==> src/rtl/adcif.sv <==
// -----------------------------------------------------------------------------
// adcif : I2S slave receiver.
// Samples externally driven LRCK/BCK/DATA, deserializes 24-bit two's-complement
// left/right words (MSB first, one-BCK delay after each LRCK edge) and presents
// each complete stereo pair with a one-cycle sample_valid strobe.
//
// Optional build macro: ADCIF_FRAME_ERR_EN
//   defined   -> frame_err pulses with sample_valid when either word of the pair
//                was shorter than 24 bits; an 8-bit saturating error counter
//                (err_cnt_r) is kept internally for debug readout.
//   undefined -> frame_err is tied low and no short-word tracking is built.
// -----------------------------------------------------------------------------
module adcif #(
    parameter int SYNC_STAGES = 2
) (
    input  logic        clk,
    input  logic        rst,
    input  logic        i2s_lrck,
    input  logic        i2s_bck,
    input  logic        i2s_data,
    output logic        sample_valid,
    output logic [23:0] left_data,
    output logic [23:0] right_data,
    output logic        frame_err
);

    // Fewer than two stages would not give metastability protection.
    localparam int SS = (SYNC_STAGES < 2) ? 2 : SYNC_STAGES;

    // Word value is the shift register left-aligned so that short words keep
    // their MSB position and are zero-padded at the LSBs.
    function automatic logic [23:0] align_word(input logic [23:0] sh,
                                               input logic [4:0]  cnt);
        logic [4:0] amt;
        amt = 5'd24 - cnt;
        return sh << amt;
    endfunction

    logic [SS-1:0] lrck_sync_r;
    logic [SS-1:0] bck_sync_r;
    logic [SS-1:0] data_sync_r;
    logic          lrck_d_r;
    logic          bck_d_r;

    logic          lrck_s;
    logic          bck_s;
    logic          data_s;
    logic          lrck_edge_s;
    logic          lrck_rise_s;
    logic          bck_rise_s;

    logic [23:0]   shift_r;
    logic [4:0]    bit_cnt_r;
    logic          skip_r;
    logic          armed_r;
    logic [23:0]   left_hold_r;

    logic          sample_valid_r;
    logic [23:0]   left_data_r;
    logic [23:0]   right_data_r;

    logic [23:0]   commit_word_s;
    logic          word_short_s;

    // Synchronize all three I2S pins through identical chains so DATA stays
    // aligned with BCK.
    always_ff @(posedge clk) begin
        if (rst) begin
            lrck_sync_r <= '0;
            bck_sync_r  <= '0;
            data_sync_r <= '0;
        end else begin
            lrck_sync_r <= {lrck_sync_r[SS-2:0], i2s_lrck};
            bck_sync_r  <= {bck_sync_r[SS-2:0],  i2s_bck};
            data_sync_r <= {data_sync_r[SS-2:0], i2s_data};
        end
    end

    assign lrck_s = lrck_sync_r[SS-1];
    assign bck_s  = bck_sync_r[SS-1];
    assign data_s = data_sync_r[SS-1];

    // One delay flop behind the synchronizers for edge detection.
    always_ff @(posedge clk) begin
        if (rst) begin
            lrck_d_r <= 1'b0;
            bck_d_r  <= 1'b0;
        end else begin
            lrck_d_r <= lrck_s;
            bck_d_r  <= bck_s;
        end
    end

    assign lrck_edge_s   = lrck_s ^ lrck_d_r;
    assign lrck_rise_s   = lrck_s & ~lrck_d_r;
    assign bck_rise_s    = bck_s & ~bck_d_r;
    assign commit_word_s = align_word(shift_r, bit_cnt_r);
    assign word_short_s  = (bit_cnt_r < 5'd24);

    // Deserializer: restart on every LRCK edge, drop the delay-slot bit, then
    // shift in up to 24 bits MSB first and ignore any further slot bits.
    always_ff @(posedge clk) begin
        if (rst) begin
            shift_r   <= 24'd0;
            bit_cnt_r <= 5'd0;
            skip_r    <= 1'b1;
        end else if (lrck_edge_s) begin
            shift_r   <= 24'd0;
            bit_cnt_r <= 5'd0;
            // A BCK rise in the same cycle is the delay slot itself.
            skip_r    <= ~bck_rise_s;
        end else if (bck_rise_s) begin
            if (skip_r) begin
                skip_r <= 1'b0;
            end else if (bit_cnt_r < 5'd24) begin
                shift_r   <= {shift_r[22:0], data_s};
                bit_cnt_r <= bit_cnt_r + 5'd1;
            end else begin
                shift_r   <= shift_r;
                bit_cnt_r <= bit_cnt_r;
            end
        end else begin
            shift_r   <= shift_r;
            bit_cnt_r <= bit_cnt_r;
            skip_r    <= skip_r;
        end
    end

    // Word commit: a rising LRCK edge closes the left word into the holding
    // register; a falling edge closes the right word and, once armed, updates
    // both outputs and strobes sample_valid.
    always_ff @(posedge clk) begin
        if (rst) begin
            left_hold_r    <= 24'd0;
            armed_r        <= 1'b0;
            sample_valid_r <= 1'b0;
            left_data_r    <= 24'd0;
            right_data_r   <= 24'd0;
        end else begin
            sample_valid_r <= 1'b0;
            if (lrck_edge_s) begin
                if (lrck_rise_s) begin
                    left_hold_r <= commit_word_s;
                end else begin
                    if (armed_r) begin
                        left_data_r    <= left_hold_r;
                        right_data_r   <= commit_word_s;
                        sample_valid_r <= 1'b1;
                    end
                    // The first falling edge after reset only arms, so no
                    // partial pair is ever presented.
                    armed_r <= 1'b1;
                end
            end
        end
    end

    assign sample_valid = sample_valid_r;
    assign left_data    = left_data_r;
    assign right_data   = right_data_r;

`ifdef ADCIF_FRAME_ERR_EN
    logic       left_short_r;
    logic       frame_err_r;
    logic [7:0] err_cnt_r;

    // Short-word tracking: remember whether the left word was short and flag
    // the pair when either word had fewer than 24 bits.
    always_ff @(posedge clk) begin
        if (rst) begin
            left_short_r <= 1'b0;
            frame_err_r  <= 1'b0;
            err_cnt_r    <= 8'd0;
        end else begin
            frame_err_r <= 1'b0;
            if (lrck_edge_s) begin
                if (lrck_rise_s) begin
                    left_short_r <= word_short_s;
                end else if (armed_r && (left_short_r || word_short_s)) begin
                    frame_err_r <= 1'b1;
                    if (err_cnt_r != 8'hFF) begin
                        err_cnt_r <= err_cnt_r + 8'd1;
                    end
                end
            end
        end
    end

    assign frame_err = frame_err_r;
`else
    assign frame_err = 1'b0;
`endif

endmodule

==> config.mk <==
export PLATFORM = sky130hd
export DESIGN_NAME = adcif
export DESIGN_NICKNAME = d
export VERILOG_FILES = /design/src/rtl/adcif.sv
export SDC_FILE = /design/constraint.sdc
export NUM_CORES = 1
export LEC_CHECK = 0
export ABC_AREA = 1
export CAP_MARGIN = 15
export CORE_AREA = 2 2 90 113
export DETAILED_ROUTE_END_ITERATION = 7
export DIE_AREA = 0 0 92 115
export HOLD_SLACK_MARGIN = 0.08
export PLACE_DENSITY = 0.89
export SLEW_MARGIN = 20
export SYNTH_ARGS = -nofsm -noshare
export SYNTH_HDL_FRONTEND = slang
export SYNTH_SLANG_ARGS = --single-unit
==> constraint.sdc <==
create_clock -name clk -period 2.75 [get_ports clk]
set_input_delay 0.4125 -clock clk [delete_from_list [all_inputs] [get_ports clk]]
set_output_delay 0.4125 -clock clk [all_outputs]
set_load 0.02 [all_outputs]
==> results.md, run 1 <==
- For this design, the slowest cell found on the critical path is nand2_1.
- The synthesis-to-layout area growth is 14.4%.
- The flow ran to the end, and the final reports show no timing, DRC or antenna violations.
- The data arrival at the endpoint of the critical path is roughly 2.8 ns.
- The number of antenna violations at the first check in global routing is 0.
- Max-cap violations in this run came to 0.
- The overall die area is ~11000 um2.
- On the final layout, the worst clock skew is ~0.0093 ns.
- The worst path in the final design needs a cycle of about 2.5 ns, including I/O delays and setup.
- Leaving out fill and tap cells, the most frequent cell in the layout is nand3_1.
- The number of nets in the final layout is approximately 740.
- The number of antenna repair diodes is 0.
- The number of global-route vias before repair is 4511.
- The overall overflow remaining after global route is 0.
- Entering global routing, the biggest net connects 64 pins.
- The number of nets produced by synthesis is slightly above 700.
- Clock tree synthesis selected as its root buffer the cell clkbuf_16.
- The maximum fanout count along the critical path is 27.
- In this design, the largest share of critical-path delay is due to simple AND/OR/NAND/NOR gates.
- In this run, distinct cell masters in the synthesized netlist total 35.
- The detailed router placed 4875 vias in this run.
- The share of flip-flops with an asynchronous set or reset is 0%.
- At the pin with the least slew margin, the transition time is 0.745 ns.
- The area of the mapped netlist is between 5000 and 6000 um2.
- The total buffers and inverters traversed by the critical path is 3.
- The count of nets left with antenna violations after detail routing is 0.
- At the worst endpoint, the required time is just over 3 ns.
- The area used by sequential logic in the layout is about 2200 um2.
- The number of synthesized flops with an enable pin is 0.
- The TritonCTS clock tree is built.
- For this block, the routed nets add up to between 10000 and 15000 um of wire.
- Counting along the longest clock path gives a buffer depth of 2.
- The post-CTS resize count is 0.
- In this design, the critical path's most frequently occurring cell is nand2_1.
- The floorplan step set the die width to between 90 and 100 um.
- The number of max-slew violations in the final report came to 0.
- The first detailed-routing pass took 6 iterations.
- The share of the clock period used by the worst path is 89.3%.
- Cells with a size suffix above 1 make up between 6 and 7% of the layout.
- The core region is ~9500 um2.
- The wire length of the first global-routing pass is 21300 um.
- The power per unit of standard cell area is roughly 530 nW/um2.
- The average cell area after synthesis is about 7.3 um2.
- Based on the critical path, the design can be clocked at up to a little over 400 MHz.
- The initial cell density of the core is a little over half.
- Setup repair after global routing left no endpoint under its margin.
- The largest single stage delay on the critical path is between 0.5 and 0.6 ns.
- Setup violations remaining at the end of the flow were counted as 0.
- After routing, the total negative slack on setup checks comes to 0 ns.
- In this run, synthesis produced a sequential element count of between 100 and 150.
- Clock tree synthesis inserted a total of 9 buffers.
- From bottom edge to top edge, the die measures around 120 um.
- The hold violation count in the final report is 0.
- In the synthesized netlist the dominant register cell turns out to be dfxtp_1.
- The number of synthesis warnings is 0.
- The worst supply voltage drop on vdd is 0.315 mV.
- The quantity of I/O buffers inserted on ports is 53.
- The filler cells instantiated in the layout total 858.
- After legalization and detailed placement, the total HPWL measured 9190 um.
- The number of primary I/O pins is between 50 and 60.
- The clock transition at the register clock pins on the worst setup and hold paths after CTS is approximately 0.08 ns.
- Hold repair after CTS inserted 0 buffers.
- The average wire length per cell after detail routing is between 10 and 15 um.
- The area occupied by multi-input gates is 2420 um2.
- The first routing iteration left between 300 and 400 violations.
- Row generation in the floorplan step produced 40 rows.
- After technology mapping, the gate count stands at ~700.
- Once layout is complete, the cells apart from fillers number between 800 and 900.
- The worst hold path belongs to the class flop to flop.
- The critical path goes through clkinv_8 > ha_1 > inv_1 > nand2_1 > nand2_1 > nand3_1 > nand2_1 > nand3_1 > nand3_1 > nand2_1 > inv_1.
- The global routing usage summed across all routing layers is roughly a quarter.
- The global placement routability congestion is ~0.9.
- The number of clock sinks is between 100 and 150.
- The H-tree generated during clock tree synthesis spans 3 levels.
- The clock latency at the later pin of the worst-skew pair is about 0.36 ns.
- The fraction of the yosys area taken by sequential cells is 43.3%.
- Measured against its own limit, the worst slew margin works out to between 50% and 60%.
- The static leakage is ~0.0023 uW.
- The detail-routed via count per cell is about 5.6.
- The category of the worst setup path launch point is a flop.
- Leaving out fill and tap cells, the most frequent cells in the layout are 123 x nand3_1, 112 x dfxtp_1, 104 x nand2_1.
- Buffers added to address setup during post-CTS repair amount to 0.
- The cell total after placement is 850.
- After detailed routing, the number of remaining DRC violations is 0.
- The critical path is of the flop to flop type.
- The endpoint class of the critical path is a flop.
flip-flops by register name, summed over array words and instances, names as in the netlist:
register      count
lrck_sync_r       2
bck_sync_r        2
right_data       24
skip_r            1
sample_valid      1
bit_cnt_r         5
left_hold_r      24
data_sync_r       2
shift_r          24
left_data        24
armed_r           1
lrck_d_r          1
bck_d_r           1
tightest hold or removal path: stages (launching register included):
cell and delay (ns):
dfxtp_1 0.30, inv_1 0.04, nor2_1 0.03
final timing paths:
check	start	endpoint	slack, ns	cells after the start
worst max-delay path	bit_cnt_r[0]	left_hold_r[22]	0.30	11
worst min-delay path	bck_sync_r[0]	bck_sync_r[1]	0.41	2
worst max register to register	bit_cnt_r[0]	left_hold_r[22]	0.30	11
worst min register to register	bck_sync_r[0]	bck_sync_r[1]	0.41	2
power by group:
group / total, uW / switching [uW] / internal [uW]
Combinational: 164 / 112 / 52.2
Clock: 1290 / 651 / 642
Sequential: 1660 / 14.3 / 1650
per-stage QoR:
step / util [%] / total power, uW / setup WS [ns] / area [um2] / hold slack [ns]
5_1_grt: 62.3 / 3220 / 0.164 / 5930 / 0.417
4_1_cts: 62.3 / 3130 / 0.318 / 5930 / 0.409
6_report: 62.3 / 3120 / 0.295 / 5930 / 0.406
3_3_place_gp: 59.2 / 1860 / 0.414 / 5630 / 0.392
2_1_floorplan: - / 1820 / 0.790 / 5180 / 0.388
3_5_place_dp: 59.2 / 1860 / 0.331 / 5630 / 0.398
kinds of logic (layout without fill, tap and decap cells):
family / Yosys count / in the layout / share of synthesized area (%)
simple gates: 328 / 328 / 28.2
xor+xnor: 1 / 1 / 0.314
other cells: 1 / 1 / 0.0724
fa+ha+maj: 4 / 4 / 0.966
compound gates: 167 / 167 / 17.2
buf+inv: 101 / 127 / 9.93
flops: 112 / 112 / 43.3
metal layers:
metal | vias to the layer above | share of wire [%] | track usage, % | wire length (um)
li1 | 2427 | - | - | -
met1 | 2287 | 43 | 30.4 | 5460
met2 | 131 | 51 | 43.7 | 6490
met3 | 30 | 3.3 | 3.67 | 424
met4 | 0 | 3.3 | 11.7 | 417
met5 | - | 0 | 0 | 0
layout make-up:
class                   count  share of cell area (%)
inverters                  49                    3.44
well taps                 126                    2.66
clock inverters             7                    1.29
flip-flops and latches    112                    37.8
repair buffers             62                    10.1
clock buffers               9                    3.80
multi-input cells         501                    40.9
cells in the mapped netlist, types with 2 or more instances:
master,instances,area (um2)
ha_1,4,50.1
nand3_4,2,35.0
nor2_1,82,308
buf_6,10,113
nand2_1,104,390
o21ai_0,86,430
clkbuf_1,21,78.8
buf_2,14,70.1
nor3_1,2,10.0
inv_2,3,11.3
a211oi_2,4,50.1
inv_1,42,158
o21ai_1,7,35.0
nand3_1,123,616
dfxtp_1,112,2240
a21oi_1,64,320
buf_4,6,45.0
nand4_1,7,43.8
a21oi_2,2,17.5
nand2_2,4,25.0
Note: power is estimated with default switching activity, not from simulation.
==> run 2, diff against run 1 <==
==> config.mk (replaced) <==
export PLATFORM = sky130hd
export DESIGN_NAME = adcif
export DESIGN_NICKNAME = d
export VERILOG_FILES = /design/src/rtl/adcif.sv
export SDC_FILE = /design/constraint.sdc
export NUM_CORES = 1
export LEC_CHECK = 0
export CAP_MARGIN = 15
export CORE_AREA = 2 2 89 113
export DETAILED_ROUTE_END_ITERATION = 7
export DIE_AREA = 0 0 91 115
export HOLD_SLACK_MARGIN = 0.08
export PLACE_DENSITY = 0.91
export SLEW_MARGIN = 20
export SYNTH_ARGS = -nofsm -noshare
export SYNTH_HDL_FRONTEND = slang
export SYNTH_SLANG_ARGS = --single-unit
==> results.md, run 2 <==
- The flow ran to the end, and the final reports show no timing, DRC or antenna violations.
- The endpoint class of the critical path is a flop.
- The setup-violating endpoint count in the final report is 0.
- Setup repair after global routing left no endpoint under its margin.
- The hold violation count in the final report was 0.
- The commonest cells after synthesis are 131 x nand2_1, 112 x dfxtp_1, 72 x a21oi_1, 43 x nor2_1, 26 x mux2i_1.
- Across the run, the number of max-cap violations was 0.
- In the global route stage, met2 resource usage came out at a little under half.
- dfxtp_1 takes more of the synthesized area than any other cell.
- In this design, the stage delay of the slowest critical-path cell is slightly below 0.4 ns.
- The quantity of I/O buffers inserted on ports is between 50 and 60.
- Of the cells placed in the final design, the portion with a size suffix greater than 1 is between 9 and 10%.
- The category of the worst setup path launch point is a flop.
- Buffers inserted to repair hold after CTS numbered 0.
- The number of global-route vias before repair is 4394.
- The routed design has 13300 um of wire.
- The initialized floorplan defines 40 standard-cell rows.
- The beginning of the critical path is bit_cnt_r[1].
- The data required time of the critical path is around 3.0 ns.
- Measured against its own limit, the worst slew margin works out to approximately two fifths.
- During synthesis, Yosys emitted a total of 0 warnings.
- The class of the most critical setup path is flop to flop.
- In the finished design, the share of the clock period the worst path needs comes to 86.9%.
- After synthesis, flip-flops and latches occupy 42.8% of the total area.
- The met3 track demand over resource is 4.65%.
- The core region is 9410 um2.
- At the later pin of the worst-skew pair, clock insertion delay measures between 0.3 and 0.4 ns.
- The cell family contributing the most delay on the critical path is compound AO/OA/AOI/OAI gates.
- Setup slack on the critical path of the routed design comes to 0.359 ns.
- Counting both buffers and inverters, the worst setup path holds a total of 2.
- After synthesis, the cell types taking the most area are dfxtp_1 43%, nand2_1 9.4%, a21oi_1 6.9%, mux4_2 5.6%, mux2i_1 5.0%.
- By instance count, the leading cell after synthesis is nand2_1.
- For this run, the post-layout net count is between 600 and 700.
- The worst register-to-register path begins at bit_cnt_r[1].
- The number of design rule violations left after detail routing is 0.
- The worst supply voltage drop on vdd is approximately 0.33 mV.
- From left edge to right edge, the die measures 91 um.
- The post-CTS repair timing setup buffer count is 0.
- The TritonCTS clock tree is built.
- Prior to clock tree synthesis, the placed netlist has a worst setup slack of between 0.4 and 0.5 ns.
- During I/O placement, the number of pins put on the boundary was 55.
- The clock tree synthesis step divided the H-tree into 3 levels.
- The data arrival at the endpoint of the critical path is between 2 and 3 ns.
- The detailed router placed between 4000 and 5000 vias in this run.
- In the final timing run, aggregate negative setup slack is 0 ns.
- The wire length of the first global-routing pass is 22100 um.
- Between clock sinks in the finished design, the worst skew comes to 0.0133 ns.
- For this design, the sink count on the clock tree is between 100 and 150.
- Once detail routing completed, the nets flagged for antenna violations numbered 0.
- The worst hold path begins at data_sync_r[1].
- The share of flip-flops with an asynchronous set or reset is 0%.
- The synthesis-to-layout area growth is 17.4%.
- The number of nets produced by synthesis is between 600 and 700.
- The synthesized design devotes to its leading area cell type about 43% of total area.
- The top cell types in the final layout, fill and taps aside, are 131 x nand2_1, 112 x dfxtp_1, 72 x a21oi_1.
- The first routing iteration left 315 violations.
- The min-delay analysis places its worst path in the category flop to flop.
- The clock transition at the register clock pins on the worst setup and hold paths after CTS is roughly 0.080 ns.
- From bottom edge to top edge, the die measures 115 um.
- The reg-to-reg setup timing slack is 0.36 ns.
- The worst path in the final design needs a cycle of approximately 2.4 ns, including I/O delays and setup.
- The actual transition at the worst max-transition pin is between 0.9 and 1 ns.
- The power per unit of standard cell area is ~490 nW/um2.
- The average cell area after synthesis is between 8 and 9 um2.
- The average wire length per cell after detail routing is roughly 17 um.
- The signal on the critical path passes through inv_1 > ha_1 > buf_12 > mux2i_1 > a211oi_1 > o31ai_1 > a22oi_1 > a32o_1.
- The initial cell density of the core is between 50% and 60%.
- Synthesis inferred ~110 register bits.
- At the end of routability-driven placement, the weighted congestion stood at between 1 and 1.5.
- The detail-routed via count per cell is slightly below 6.
- The number of antenna repair diodes is 0.
- The number of buffers on the longest clock path is 2.
- The post-CTS resize count is 0.
- The root buffer cell chosen for the clock tree is clkbuf_16.
- The number of library cell types mapped by synthesis is between 60 and 70.
- The synthesized design contains 0 enable-type register cells.
- The number of max-slew violations in the final report is 0.
- The largest individual stage delay along the critical path comes from the cell mux2i_1.
- The mapped netlist covers ~5200 um2.
- The overall die area is roughly 10000 um2.
- The maximum number of pins on one net before global-route repair is 48.
- The number of standard cells after synthesis is between 600 and 700.
- Leaving out fill and tap cells, the most frequent cell in the layout is nand2_1.
- The length of the first detailed-routing pass in iterations is 5.
- For this run, the total global-route usage over all layers was measured as 26.2%.
- The number of antenna violations at the first check in global routing was 0.
- The CTS buffer count is 9.
- In this run the static leakage power is 0.00194 uW.
- Of all nets on the critical path, the largest fanout is 31.
- Derived from the worst setup path, the maximum achievable clock frequency is 418 MHz.
- In the global route stage, met1 resource usage came out at approximately 31%.
- The busiest layer in global routing is met2.
- Once detailed placement completed, the half-perimeter wirelength came to between 9000 and 10000 um.
- The primary flip-flop cell chosen by synthesis mapping is dfxtp_1.
- Global routing finished with a remaining overflow of 0.
-- run 2: changes by cell type after synthesis, moves of 9 or more --
cell and delta:
nor2b_1 +11, nor2_1 -39, inv_1 -36, o21ai_0 -80, a311oi_1 +9, nand2_1 +27, nand3_1 -111, mux2i_1 +26
mux4_2 +13
-- run 2: stage by stage --
step	power, uW	instances	cell area (um2)	util (%)	hold WS (ns)
4_1_cts	3020	771	6150	65.3	0.452
3_3_place_gp	1760	755	5850	62.1	0.418
6_report	3020	771	6150	65.3	0.444
3_5_place_dp	1760	755	5850	62.1	0.440
5_1_grt	3110	771	6150	65.3	0.466
2_1_floorplan	1740	608	5240	-	0.414
-- run 2: area by class of cell --
class / instances / area, um2
Timing Repair Buffer: 70 / 678
Fill cell: 754 / 3260
Clock inverter: 7 / 75.1
Inverter: 7 / 26.3
Sequential cell: 112 / 2240
Tap cell: 126 / 158
Clock buffer: 9 / 225
Multi-Input combinational cell: 440 / 2740
-- run 2: final timing paths --
path	end	cells after the start
hold reg to reg	shift_r[0]	2
setup / recovery	left_hold_r[20]	8
setup reg to reg	left_hold_r[20]	8
hold / removal	shift_r[0]	2
-- run 2: kinds of logic (layout without fill, tap and decap cells) --
logic type                 after synthesis  after routing  synth area share [%]
muxes                                   46             46                  12.1
other                                    1              1                0.0716
AOI/OAI and AO/OA                      141            141                  17.6
buffers and inverters                   56             93                  4.95
and+or+nand+nor                        242            242                  20.5
adders and majority gates                4              4                 0.956
DFF                                    112            112                  42.8
xor gates and xnor gates                 6              6                  1.00
-- run 2: tightest hold or removal path, stage by stage, from the launching register on --
cell and delay [ns]:
dfxtp_1 0.30, nand2_1 0.05, a21oi_1 0.05
-- run 2: power by group --
part	leakage, uW	total (uW)	internal [uW]	switching, uW
logic	0.000892	89.7	27.8	61.9
registers	0.000904	1640	1630	6.19
clock network	0.000142	1290	640	649
total	0.00194	3020	2300	717
-- run 2: metal layers --
layer | vias to the layer above | routed length [um]
li1 | 2205 | -
met5 | - | 0
met2 | 166 | 6960
met4 | 0 | 333
met1 | 2177 | 5390
met3 | 37 | 664
==> run 3, diff against run 2 <==
--- a/config.mk
+++ b/config.mk
@@ -6,11 +6,13 @@
 export NUM_CORES = 1
 export LEC_CHECK = 0
 export CAP_MARGIN = 15
-export CORE_AREA = 2 2 89 113
+export CORE_AREA = 2 2 76 132
+export CTS_CLUSTER_DIAMETER = 40
 export DETAILED_ROUTE_END_ITERATION = 7
-export DIE_AREA = 0 0 91 115
+export DIE_AREA = 0 0 78 134
 export HOLD_SLACK_MARGIN = 0.08
 export PLACE_DENSITY = 0.91
+export SKIP_LAST_GASP = 1
 export SLEW_MARGIN = 20
 export SYNTH_ARGS = -nofsm -noshare
 export SYNTH_HDL_FRONTEND = slang
==> results.md, run 3 (synthesized netlist as in run 2, its figures left out) <==
- The flow ran to the end, and the final reports show no timing, DRC or antenna violations.
- The highest attainable clock frequency is between 400 and 500 MHz.
- Summed over all layers, the routed wires come to about 13000 um.
- The hold violation count in the final report is 0.
- After detailed routing, the average wire length per cell comes to ~17 um.
- The repair_antennas step left the layout with diodes totalling 0.
- The CTS buffer count is 9.
- The final-layout fill cell count is approximately 800.
- The met1 demand-to-capacity share in global routing is a little over a quarter.
- The worst supply voltage drop on vdd is 0.343 mV.
- For this run, global-route usage on met3 was measured as about 4.0%.
- The sum of internal, switching and leakage power is between 2000 and 3000 uW.
- The power per unit of standard cell area is just under 500 nW/um2.
- Global routing finished with a remaining overflow of 0.
- The number of max-slew violations in the final report is 0.
- The number of clock sinks is between 100 and 150.
- For this run, global-route usage on met2 was measured as about half.
- For this run, design rule violations remaining after detail routing come to 0.
- The worst clock skew is around 0.0059 ns.
- The number of antenna violations at the first check in global routing is 0.
- The maximum fanout count along the critical path is 31.
- The non-filler instance count after layout is 771.
- The number of max-capacitance violations reported is 0.
- After clock tree synthesis, the clock-pin slew on the worst setup and hold paths is about 0.070 ns.
- The busiest layer in global routing is met2.
- Once the floorplan was initialized, standard cells occupied approximately 56% of the core.
- The first TritonRoute pass finished after 5 iterations.
- The floorplan step defined a core boundary enclosing 9410 um2.
- The cell at the root of the clock tree is clkbuf_16.
- Measured along the y axis, the die boundary spans between 100 and 150 um.
- The detailed-route via count is between 4000 and 5000.
- The maximum level of the CTS H-tree is 3.
- The detail-routed via count per cell is 5.98.
- The count of buffers added on input and output ports is 53.
- STA classifies the critical path startpoint as a flop.
- The number of primary I/O pins is 55.
- The horizontal die dimension is approximately 78 um.
- The post-CTS repair timing setup buffer count is 0.
- The post-CTS resize count is 0.
- The net count of the finished layout is 656.
- Measured against its own limit, the worst slew margin works out to 36.3%.
- Dividing the final minimum period by the clock period gives between 80 and 90%.
- The TritonCTS clock tree is built.
- In this run the remaining antenna-violating nets after routing total 0.
- The type of the worst min-delay path is flop to flop.
- The worst setup path is of the flop to flop kind.
- The static leakage is 0.00197 uW.
- The number of buffers on the longest clock path is 2.
- The clock latency at the later pin of the worst-skew pair is 0.35 ns.
- The number of global-route vias before repair was around 4600.
- The setup-violating endpoint count in the final report is 0.
- The actual transition at the worst max-transition pin is around 0.96 ns.
- The global placement routability congestion is between 0.9 and 1.
- The top cell types in the final layout, fill and taps aside, are 131 x nand2_1, 112 x dfxtp_1, 72 x a21oi_1.
- The standard-cell row count is 47.
- The share of post-route cells with drive strength above 1 is approximately a tenth.
- After clock tree synthesis, the flow added hold-fix buffers numbering 0.
- STA puts the critical path data required time at ~3.0 ns.
- Setup repair after global routing left no endpoint under its margin.
- The overall die area is ~10000 um2.
- The worst setup slack after layout is roughly 0.33 ns.
- Leaving out fill and tap cells, the most frequent cell in the layout is nand2_1.
- The cell total after placement is ~760.
- The endpoint class of the critical path is a flop.
- From synthesis to final layout, the design area changed by 18.1%.
- Subtracting the final worst setup slack from the clock period gives 2.42 ns.
- The accumulated negative setup slack is 0 ns.
- The global routing usage summed across all routing layers is between 20% and 30%.
- OpenSTA, run right after detailed placement, puts the worst setup slack at 0.378 ns.
- The maximum number of pins on one net before global-route repair is 32.
- The number of design-rule violations left by the first detailed-router iteration is between 300 and 400.
- The wire length of the first global-routing pass is about 22000 um.
- For the worst setup path, the data arrival time is roughly 2.6 ns.
- The HPWL after detailed placement is 9930 um.
run 3: changes by cell type in the layout (fill, tap and decap cells not counted):
cell / previous run / this run
clkinv_2: 0 / 1
clkinv_8: 2 / 0
xor2_2: 0 / 1
bufinv_16: 0 / 1
clkinv_4: 2 / 0
xor2_1: 3 / 2
inv_6: 2 / 1
buf_4: 15 / 22
clkbuf_8: 0 / 1
clkinvlp_4: 1 / 0
run 3: worst max-delay path, stage by stage (launching register included):
cell and delay [ns]:
dfxtp_1 0.35, inv_2 0.04, ha_1 0.32, buf_12 0.21, mux2i_1 0.42, mux4_2 0.40, nor2_1 0.06, a31oi_1 0.30
a311oi_1 0.16
run 3: layer usage:
metal	wire, um	vias to the layer above	part of all wire [%]
met4	669	0	5.0
met2	7350	141	55
li1	-	2211	-
met1	5050	2210	37
met3	420	50	3.1
met5	0	-	0
run 3: cell type report:
cell class	count	area (um2)	area share (%)
clock buffers	10	239	3.86
clock inverters	3	43.8	0.708
inverters	7	26.3	0.425
multi-input cells	440	2750	44.5
flip-flops and latches	112	2240	36.3
well taps	122	153	2.47
repair buffers	77	731	11.8
run 3: per-stage QoR:
step                utilization (%)  instance area [um2]  hold WS (ns)
finish                         65.7                 6180         0.438
global route                   65.7                 6180         0.465
CTS                            65.7                 6180         0.444
detailed placement             62.7                 5900         0.428
global placement               62.7                 5900         0.420
floorplan                         -                 5240         0.414
run 3: final timing paths:
kind	start	endpoint	slack (ns)	cells past startpoint
max	bit_cnt_r[0]	right_data[23]	0.33	8
min	data_sync_r[1]	shift_r[0]	0.44	2
max reg2reg	bit_cnt_r[0]	right_data[23]	0.33	8
min reg2reg	data_sync_r[1]	shift_r[0]	0.44	2
run 3: report_power, final:
group          internal, uW  switching [uW]
clock network           717             549
logic                  30.2            61.9
registers              1630            6.02
